[src/rtl/pipe_pkg.sv]
// Shared types and constants for the pipeline hazard/stall controller.
package pipe_pkg;

  localparam int unsigned REG_W = 5;

  // sll $0,$0,0 -- what a flushed stage register is loaded with
  localparam logic [31:0] NOP_INSTR = 32'h0000_0000;

  typedef enum logic [1:0] {
    RUN      = 2'd0,
    MEM_WAIT = 2'd1,
    ERR      = 2'd2
  } state_t;

  // Register 0 is hard-wired, so it never carries a real dependency.
  function automatic logic reg_hit(input logic [REG_W-1:0] src,
                                   input logic             used,
                                   input logic [REG_W-1:0] dst);
    return used && (src == dst) && (dst != '0);
  endfunction

endpackage

[src/rtl/hazard_detect.sv]
// Combinational data-hazard detector for the ID-stage instruction.
// PIPE_CTRL_FWD_EN: forwarding present, only load-use hazards stall.
module hazard_detect
  import pipe_pkg::*;
(
  input  logic [REG_W-1:0] id_rs,
  input  logic [REG_W-1:0] id_rt,
  input  logic             id_use_rs,
  input  logic             id_use_rt,
  input  logic [REG_W-1:0] ex_rd,
  input  logic             ex_regwrite,
  input  logic             ex_memread,
  input  logic [REG_W-1:0] mem_rd,
  input  logic             mem_regwrite,
  output logic             stall
);

  logic ex_match;
  logic mem_match;
  logic load_use;

  assign ex_match  = reg_hit(id_rs, id_use_rs, ex_rd)  || reg_hit(id_rt, id_use_rt, ex_rd);
  assign mem_match = reg_hit(id_rs, id_use_rs, mem_rd) || reg_hit(id_rt, id_use_rt, mem_rd);
  assign load_use  = ex_memread && ex_match;

`ifdef PIPE_CTRL_FWD_EN
  logic unused_fwd;
  assign unused_fwd = ^{ex_regwrite, mem_regwrite, mem_match};
  assign stall      = load_use;
`else
  // WB producers are absent: the register file writes before it reads.
  assign stall = load_use || (ex_regwrite && ex_match) || (mem_regwrite && mem_match);
`endif

endmodule

[src/rtl/pipe_ctrl.sv]
// Pipeline stall/flush controller with memory-wait timeout FSM.
// PIPE_CTRL_FWD_EN (see hazard_detect) selects forwarding-aware stalls.
module pipe_ctrl
  import pipe_pkg::*;
#(
  parameter int unsigned WAIT_MAX = 15,
  parameter int unsigned CNT_W    = 16
) (
  input  logic             clk,
  input  logic             rst_n,
  input  logic [REG_W-1:0] id_rs,
  input  logic [REG_W-1:0] id_rt,
  input  logic             id_use_rs,
  input  logic             id_use_rt,
  input  logic [REG_W-1:0] ex_rd,
  input  logic             ex_regwrite,
  input  logic             ex_memread,
  input  logic [REG_W-1:0] mem_rd,
  input  logic             mem_regwrite,
  input  logic             branch_taken,
  input  logic             mem_req,
  input  logic             mem_ready,
  output logic             pc_en,
  output logic             if_id_en,
  output logic             id_ex_en,
  output logic             ex_mem_en,
  output logic             mem_wb_en,
  output logic             if_id_flush,
  output logic             id_ex_flush,
  output logic             mem_wb_bubble,
  output logic             mem_err,
  output logic [CNT_W-1:0] stall_cnt,
  output logic [1:0]       state_o
);

  localparam int unsigned WC_W = $clog2(WAIT_MAX + 1);

  state_t          state;
  logic [WC_W-1:0] wait_cnt;
  logic            hz_stall;
  logic            mem_stall;
  logic            run_rules;
  logic            wait_rules;
  logic            pc_go, ifid_go, idex_go, exmem_go, memwb_go;
  logic            ifid_fl, idex_fl, memwb_bub;

  hazard_detect u_hazard (
    .id_rs        (id_rs),
    .id_rt        (id_rt),
    .id_use_rs    (id_use_rs),
    .id_use_rt    (id_use_rt),
    .ex_rd        (ex_rd),
    .ex_regwrite  (ex_regwrite),
    .ex_memread   (ex_memread),
    .mem_rd       (mem_rd),
    .mem_regwrite (mem_regwrite),
    .stall        (hz_stall)
  );

  assign mem_stall = mem_req && !mem_ready;

  always_comb begin
    run_rules  = 1'b0;
    wait_rules = 1'b0;
    case (state)
      RUN:      begin run_rules = !mem_stall; wait_rules = mem_stall;  end
      MEM_WAIT: begin run_rules = mem_ready;  wait_rules = !mem_ready; end
      default:  ;
    endcase
  end

  // Pre-reset-mask controls; the stall counter follows these so reset never
  // sits in a synchronous data path.
  always_comb begin
    pc_go     = 1'b0;
    ifid_go   = 1'b0;
    idex_go   = 1'b0;
    exmem_go  = 1'b0;
    memwb_go  = 1'b0;
    ifid_fl   = 1'b0;
    idex_fl   = 1'b0;
    memwb_bub = 1'b0;
    if (run_rules) begin
      pc_go    = 1'b1;
      ifid_go  = 1'b1;
      idex_go  = 1'b1;
      exmem_go = 1'b1;
      memwb_go = 1'b1;
      if (branch_taken) begin
        ifid_fl = 1'b1;
        idex_fl = 1'b1;
      end else if (hz_stall) begin
        pc_go   = 1'b0;
        ifid_go = 1'b0;
        idex_fl = 1'b1;
      end
    end else if (wait_rules) begin
      memwb_go  = 1'b1;
      memwb_bub = 1'b1;
    end
  end

  assign pc_en         = rst_n && pc_go;
  assign if_id_en      = rst_n && ifid_go;
  assign id_ex_en      = rst_n && idex_go;
  assign ex_mem_en     = rst_n && exmem_go;
  assign mem_wb_en     = rst_n && memwb_go;
  assign if_id_flush   = rst_n && ifid_fl;
  assign id_ex_flush   = rst_n && idex_fl;
  assign mem_wb_bubble = rst_n && memwb_bub;
  assign state_o       = state;

  always_ff @(posedge clk or negedge rst_n) begin
    if (!rst_n) begin
      state     <= RUN;
      wait_cnt  <= '0;
      stall_cnt <= '0;
      mem_err   <= 1'b0;
    end else begin
      if (!pc_go && stall_cnt != '1)
        stall_cnt <= stall_cnt + CNT_W'(1);
      case (state)
        RUN: begin
          if (mem_stall) begin
            state    <= MEM_WAIT;
            wait_cnt <= WC_W'(1);
          end
        end
        MEM_WAIT: begin
          // Completion is checked before the limit so a last-moment ready wins.
          if (mem_ready) begin
            state    <= RUN;
            wait_cnt <= '0;
          end else if (wait_cnt == WC_W'(WAIT_MAX)) begin
            state   <= ERR;
            mem_err <= 1'b1;
          end else begin
            wait_cnt <= wait_cnt + WC_W'(1);
          end
        end
        ERR:     mem_err <= 1'b1;
        default: state   <= RUN;
      endcase
    end
  end

endmodule

[config.mk]
export PLATFORM = sky130hd
export DESIGN_NAME = pipe_ctrl
export DESIGN_NICKNAME = d
export VERILOG_FILES = /design/src/rtl/pipe_pkg.sv /design/src/rtl/hazard_detect.sv /design/src/rtl/pipe_ctrl.sv
export SDC_FILE = /design/constraint.sdc
export NUM_CORES = 1
export LEC_CHECK = 0
export ABC_AREA = 1
export CORE_ASPECT_RATIO = 1.25
export CORE_MARGIN = 4
export CORE_UTILIZATION = 42
export DETAILED_ROUTE_END_ITERATION = 6
export PLACE_DENSITY = 0.76
export SLEW_MARGIN = 20
export SYNTH_ARGS = -nofsm -noshare
export SYNTH_HDL_FRONTEND = slang
export SYNTH_SLANG_ARGS = --single-unit
[constraint.sdc]
create_clock -name clk -period 1.8 [get_ports clk]
set_clock_uncertainty 0.05 [all_clocks]
set_input_delay 0.27 -clock clk [delete_from_list [all_inputs] [get_ports clk]]
set_output_delay 0.27 -clock clk [all_outputs]
set_load 0.05 [all_outputs]
---- Yosys cells after proc, flatten, opt, wreduce, memory -nomap -nowiden ----
Index checks and enable logic that the tools add are counted.
word-level totals
  logic and storage cells ................. 79
  register bits after elaboration ......... 23
operators by class
  reduce and logical (&&, ||, !) cells .... 34
  add/sub/neg operators ................... 2
  bitwise gates (word level) .............. 1
  mux-type cells .......................... 25
  equality and inequality tests ........... 13
operator list
  operator                 number
  $eq A5 B5 Y1             4
  $logic_and A1 B1 Y1      19
  $add A16 B1 Y16 const B  1
  $ne A16 B16 Y1 const B   1
  $mux W1                  14
  $mux W4                  3
  $reduce_bool A5 Y1       2
  $reduce_and A3 Y1        3
  $pmux W4 S2              1
  $mux W2                  3
  $ne A2 B2 Y1 const B     3
  $ne A3 B3 Y1 const B     2
  $pmux W1 S2              3
  $pmux W2 S3              1
  $add A4 B1 Y4 const B    1
  $eq A4 B4 Y1 const B     1
  $logic_or A1 B1 Y1       4
  $reduce_bool A2 Y1       2
  $logic_not A1 Y1         3
  $eq A2 B1 Y1 const B     1
  $eq A2 B2 Y1 const B     1
  $logic_not A2 Y1         1
  $not A1 Y1               1

---- Longest topological paths before layout ----
  depth after elaboration ................. 12
  mapped depth ............................ 14

---- Hierarchy ----
Synthesis repeated with hierarchy kept, for this count alone.
unflattened totals
  cells, all modules ...................... 310
  area, all modules ....................... 1858.0 um2
by module, submodules not included
  module         area an instance (um2)  seq. area each (um2)  instances  cells an instance
  pipe_ctrl      1446.4                  575.6                 1          204
  hazard_detect  411.6                   0.0                   1          106

---- Least setup slack after synthesis ----
No wires, ideal clock.
  kind .................................... reg-to-output
  start ................................... reg state[0] (netlist: state_o[0])
  end ..................................... out id_ex_flush
  arrival ................................. 2.607 ns
  data required time ...................... 1.480 ns
  slack ................................... -1.127 ns
  cell stages (with the launch flop) ...... 8
  path through ............................ dfrtp_1 inv_1 nor2_1 nor2_1 nand2_1 nor2_1 inv_1 a31oi_1
on the way
  longest elaborated chain between the ends .. 4
  elaborated cells between the ends (all ways) .. 5
ends and longest elaborated chain
  item                                              line              text
  from (decl)                                       pipe_ctrl.sv:38   state_t state;
  from (signal assigned)                            pipe_ctrl.sv:115  state <= RUN;
  from (signal assigned)                            pipe_ctrl.sv:125  state <= MEM_WAIT;
  from (signal assigned)                            pipe_ctrl.sv:132  state <= RUN;
  $eq A2 B1 Y1 or $logic_not A2 Y1 (tied branches)  pipe_ctrl.sv:65   case (state)
  $pmux W1 S2 *                                     pipe_ctrl.sv:65
  $mux W1 *                                         pipe_ctrl.sv:83   if (run_rules) begin
  $logic_and A1 B1 Y1 *                             pipe_ctrl.sv:109  assign id_ex_flush = rst_n && idex_fl;
  to (decl)                                         pipe_ctrl.sv:29   output logic id_ex_flush,
Every way passes the cells marked *; elsewhere a longest branch is shown, timed or not.

---- Worst setup path in the final report ----
  start ................................... in mem_req
  end ..................................... out id_ex_flush
on the way
  longest elaborated chain between the ends .. 5
ends and longest elaborated chain
  item                 line              text
  from (decl)          pipe_ctrl.sv:21   input logic mem_req,
  $logic_and A1 B1 Y1  pipe_ctrl.sv:60   assign mem_stall = mem_req && !mem_ready;
  $logic_not A1 Y1     pipe_ctrl.sv:66   RUN: begin run_rules = !mem_stall; wait_rules = mem_stall; end
  $pmux W1 S2          pipe_ctrl.sv:65
  $mux W1              pipe_ctrl.sv:83
  $logic_and A1 B1 Y1  pipe_ctrl.sv:109
Every way passes these cells.

==> out/metrics.cfg <==
[synthesis]
syn_area_per_cell_sq_um=6.192
synth_warnings=0
ys_seq_area_share_pct=31.62
syn_area_sq_mm=0.001820
synth_area_leader_cell=dfrtp_1
synthTopCellsByArea=dfrtp_1 (32%), nand2_1 (23%), inv_1 (8.2%)
ys_ff_latch=23
netlist_instances=294
yosysTopAreaCellShare_pct=31.62
synth_nets=326
ys_types=28

[floorplanning]
start_util_pct=44.06
row_count=26
core_sq_mm=0.004131
die-width_microns=66.89
io-pin-count=57
dieArea_sq_mm=0.005458
die_h_microns=81.61

[clocking]
root_buffer=clkbuf_8
numClockSinks=23
path_clk_slew_ns=0.08
cts.htree.levels=1
cts_tree=yes
cts_hold_buf=0
cts_buffer_depth=2
cts_buffers=3
insertion_delay_ns=0.27

[cells_and_area]
layout-drive-gt1-share_pct=40.42
fin_util_pct=70.26
insertedDiodeCount=0
nNetsFinal=414
instances_no_fill=437
syn2layout_area_growth_pct=59.45

[critical_path]
cp_max_fo=2
cp.arrival_ns=1.52
rrSetupSlack_ns=0
crit_type=input port to output pin
required_ns=1.48
cp-end-kind=output pin
startpoint_type=input port

[global_routing]
grt_pass1_vias=2046
overflow=0
grt_pass1_wl_mm=8.638
gr-usage-all-layers_pct=20.56
antenna_found_initial=0
grt_max_degree=24

[timing]
fmax_mhz=544.6
rsz0062_at_grt=yes
finalWorstSetupSlack_ns=-0.03623
fin_crit_ns=1.836
finalCritPeriodShare_pct=102.0
max-slew-margin-rel_pct=64.34
hold_violations=0
finalSetupViolCount=1
worst_pin_slew_ns=0.5320
maxSlewViolCount=0

[pwr]
power_leakage_nw=1.500
ir_drop_uv=343.0
p_total_mw=1.930
cellPowerDensity_mw_per_mm2=664.8

[place]
dp_cells=422
gp_congestion=0.9539
port_buffers=56
hpwl_mm=4.179

[routing]
dr_total_vias=2169
routed_via_density=4.963
drc=0
drt_iter0_drc=176
routedWlPerCell_microns=12.87
firstDrtPassIters=4
wl_mm=5.625
final_antenna_net_count=0

[outcome]
status=finished, violations left
violations=setup timing

[worst_hold_path]
hp-class=input port to async pin

[job]
drv_cap=0

-- layout by cell type (no fill, tap or decap), types with 2 or more instances in the layout --
cell             count
nand2_1             87
buf_4               47
inv_1               28
nand2_2             26
nand3_1             26
nor2_1              19
dfrtp_1             17
clkbuf_2            16
inv_2               15
xor2_1               9
nor2_2               8
buf_12               8
nor2_4               6
o21ai_0              6
nor3_1               6
dfrtp_2              6
xnor2_1              4
clkdlybuf4s50_1      4
nand4_1              3
nand3_2              3
nand2_8              3
a21oi_1              3
clkbuf_8             3
clkdlybuf4s15_1      3
dlygate4sd2_1        3
o22ai_1              2
nand2_4              2
dlymetal6s2s_1       2
-- final cells by class --
| class | instances | area (sq um) |
|---|---|---|
| clock buffer | 4 | 45.04 |
| sequential | 23 | 583.1 |
| multi-input combinational | 225 | 1300 |
| timing repair buffer | 85 | 737.0 |
| tap | 56 | 70.07 |
| fill | 380 | 1229 |
| inverter | 44 | 167.7 |
-- power breakdown --
group	switching [mW]	internal (mW)	leakage, nW
clock network	0.172	0.159	0.0228
registers	0.0596	0.580	0.303
logic	0.583	0.378	1.17
total	0.814	1.12	1.50
-- sequential cells by signal, indices dropped and copies added (netlist names) --
register   flops
state_o        2
stall_cnt     16
mem_err        1
wait_cnt       4
-- critical path, stage by stage --
cell and delay (ns):
clkdlybuf4s50_1 0.39, inv_1 0.08, nor2_2 0.05, nor2_2 0.12, nand2_2 0.10, nor2_4 0.12
inv_2 0.07, a31oi_4 0.16, buf_12 0.16
-- metrics by stage --
| step | worst slack, ns | instance area, sq um | TNS [ns] | hold WS, ns |
|---|---|---|---|---|
| finish | -0.03623 | 2903 | -0.03623 | 0.3726 |
| floorplan | -0.1903 | 1934 | -2.891 | -0.07559 |
| detailed placement | -0.3414 | 2700 | -5.309 | 0.4062 |
| global route | -0.09672 | 2903 | -1.223 | 0.4079 |
| global placement | -0.3396 | 2700 | -5.172 | 0.4042 |
| CTS | -0.02021 | 2778 | -0.04012 | 0.3501 |
-- Yosys cell counts --
| cell | number |
|---|---|
| nand2_1 | 112 |
| inv_1 | 40 |
| nor2_1 | 32 |
| nand3_1 | 29 |
| dfrtp_1 | 23 |
| xor2_1 | 9 |
| nor3_1 | 7 |
| o21ai_0 | 6 |
| a21oi_1 | 4 |
| inv_2 | 4 |
| xnor2_1 | 4 |
| nand4_1 | 3 |
| buf_4 | 2 |
| ha_1 | 2 |
| nand2_4 | 2 |
| o21ai_1 | 2 |
| o22ai_1 | 2 |
| a22oi_1 | 1 |
| a31oi_1 | 1 |
| buf_2 | 1 |
| buf_6 | 1 |
| clkbuf_1 | 1 |
| nand2_2 | 1 |
| nand3_2 | 1 |
| nand3b_1 | 1 |
| nor2_2 | 1 |
| nor4_4 | 1 |
| or2_2 | 1 |
-- final timing paths --
kind / from / to / cells past startpoint
max: mem_req / id_ex_flush / 9
min: rst_n / wait_cnt[0] / 2
max reg2reg: stall_cnt[1] / stall_cnt[6] / 10
min reg2reg: mem_err / mem_err / 1
max in group asynchronous: rst_n / stall_cnt[1] / 2
min in group clk: mem_err / mem_err / 1
-- kinds of logic (layout without fill, tap and decap cells) --
logic type / count (synthesis) / after routing / share of synthesized area, %
AOI/OAI and AO/OA: 16 / 16 / 4.743
xor gates and xnor gates: 13 / 13 / 6.254
adders and majority gates: 2 / 2 / 1.374
buffers and inverters: 49 / 133 / 11.00
DFF: 23 / 23 / 31.62
and+or+nand+nor: 191 / 194 / 45.02
-- metal layers --
layer	vias to the layer above	GRT usage [%]	wire, microns
met5	-	0	0
met4	0	8.519	113
met3	8	1.915	216
met2	66	41.37	3210
met1	1006	21.03	2084
li1	1089	-	-
-- what timing repair did --
| item | in CTS | in global routing |
|---|---|---|
| endpoints found under the setup margin | 23 | 22 |
| gates cloned | 1 | 2 |
| gates resized for setup | 40 | 78 |
| pin swaps | 22 | 24 |
| buffers inserted | 3 | 5 |
Power figures use the tool's default switching activity.
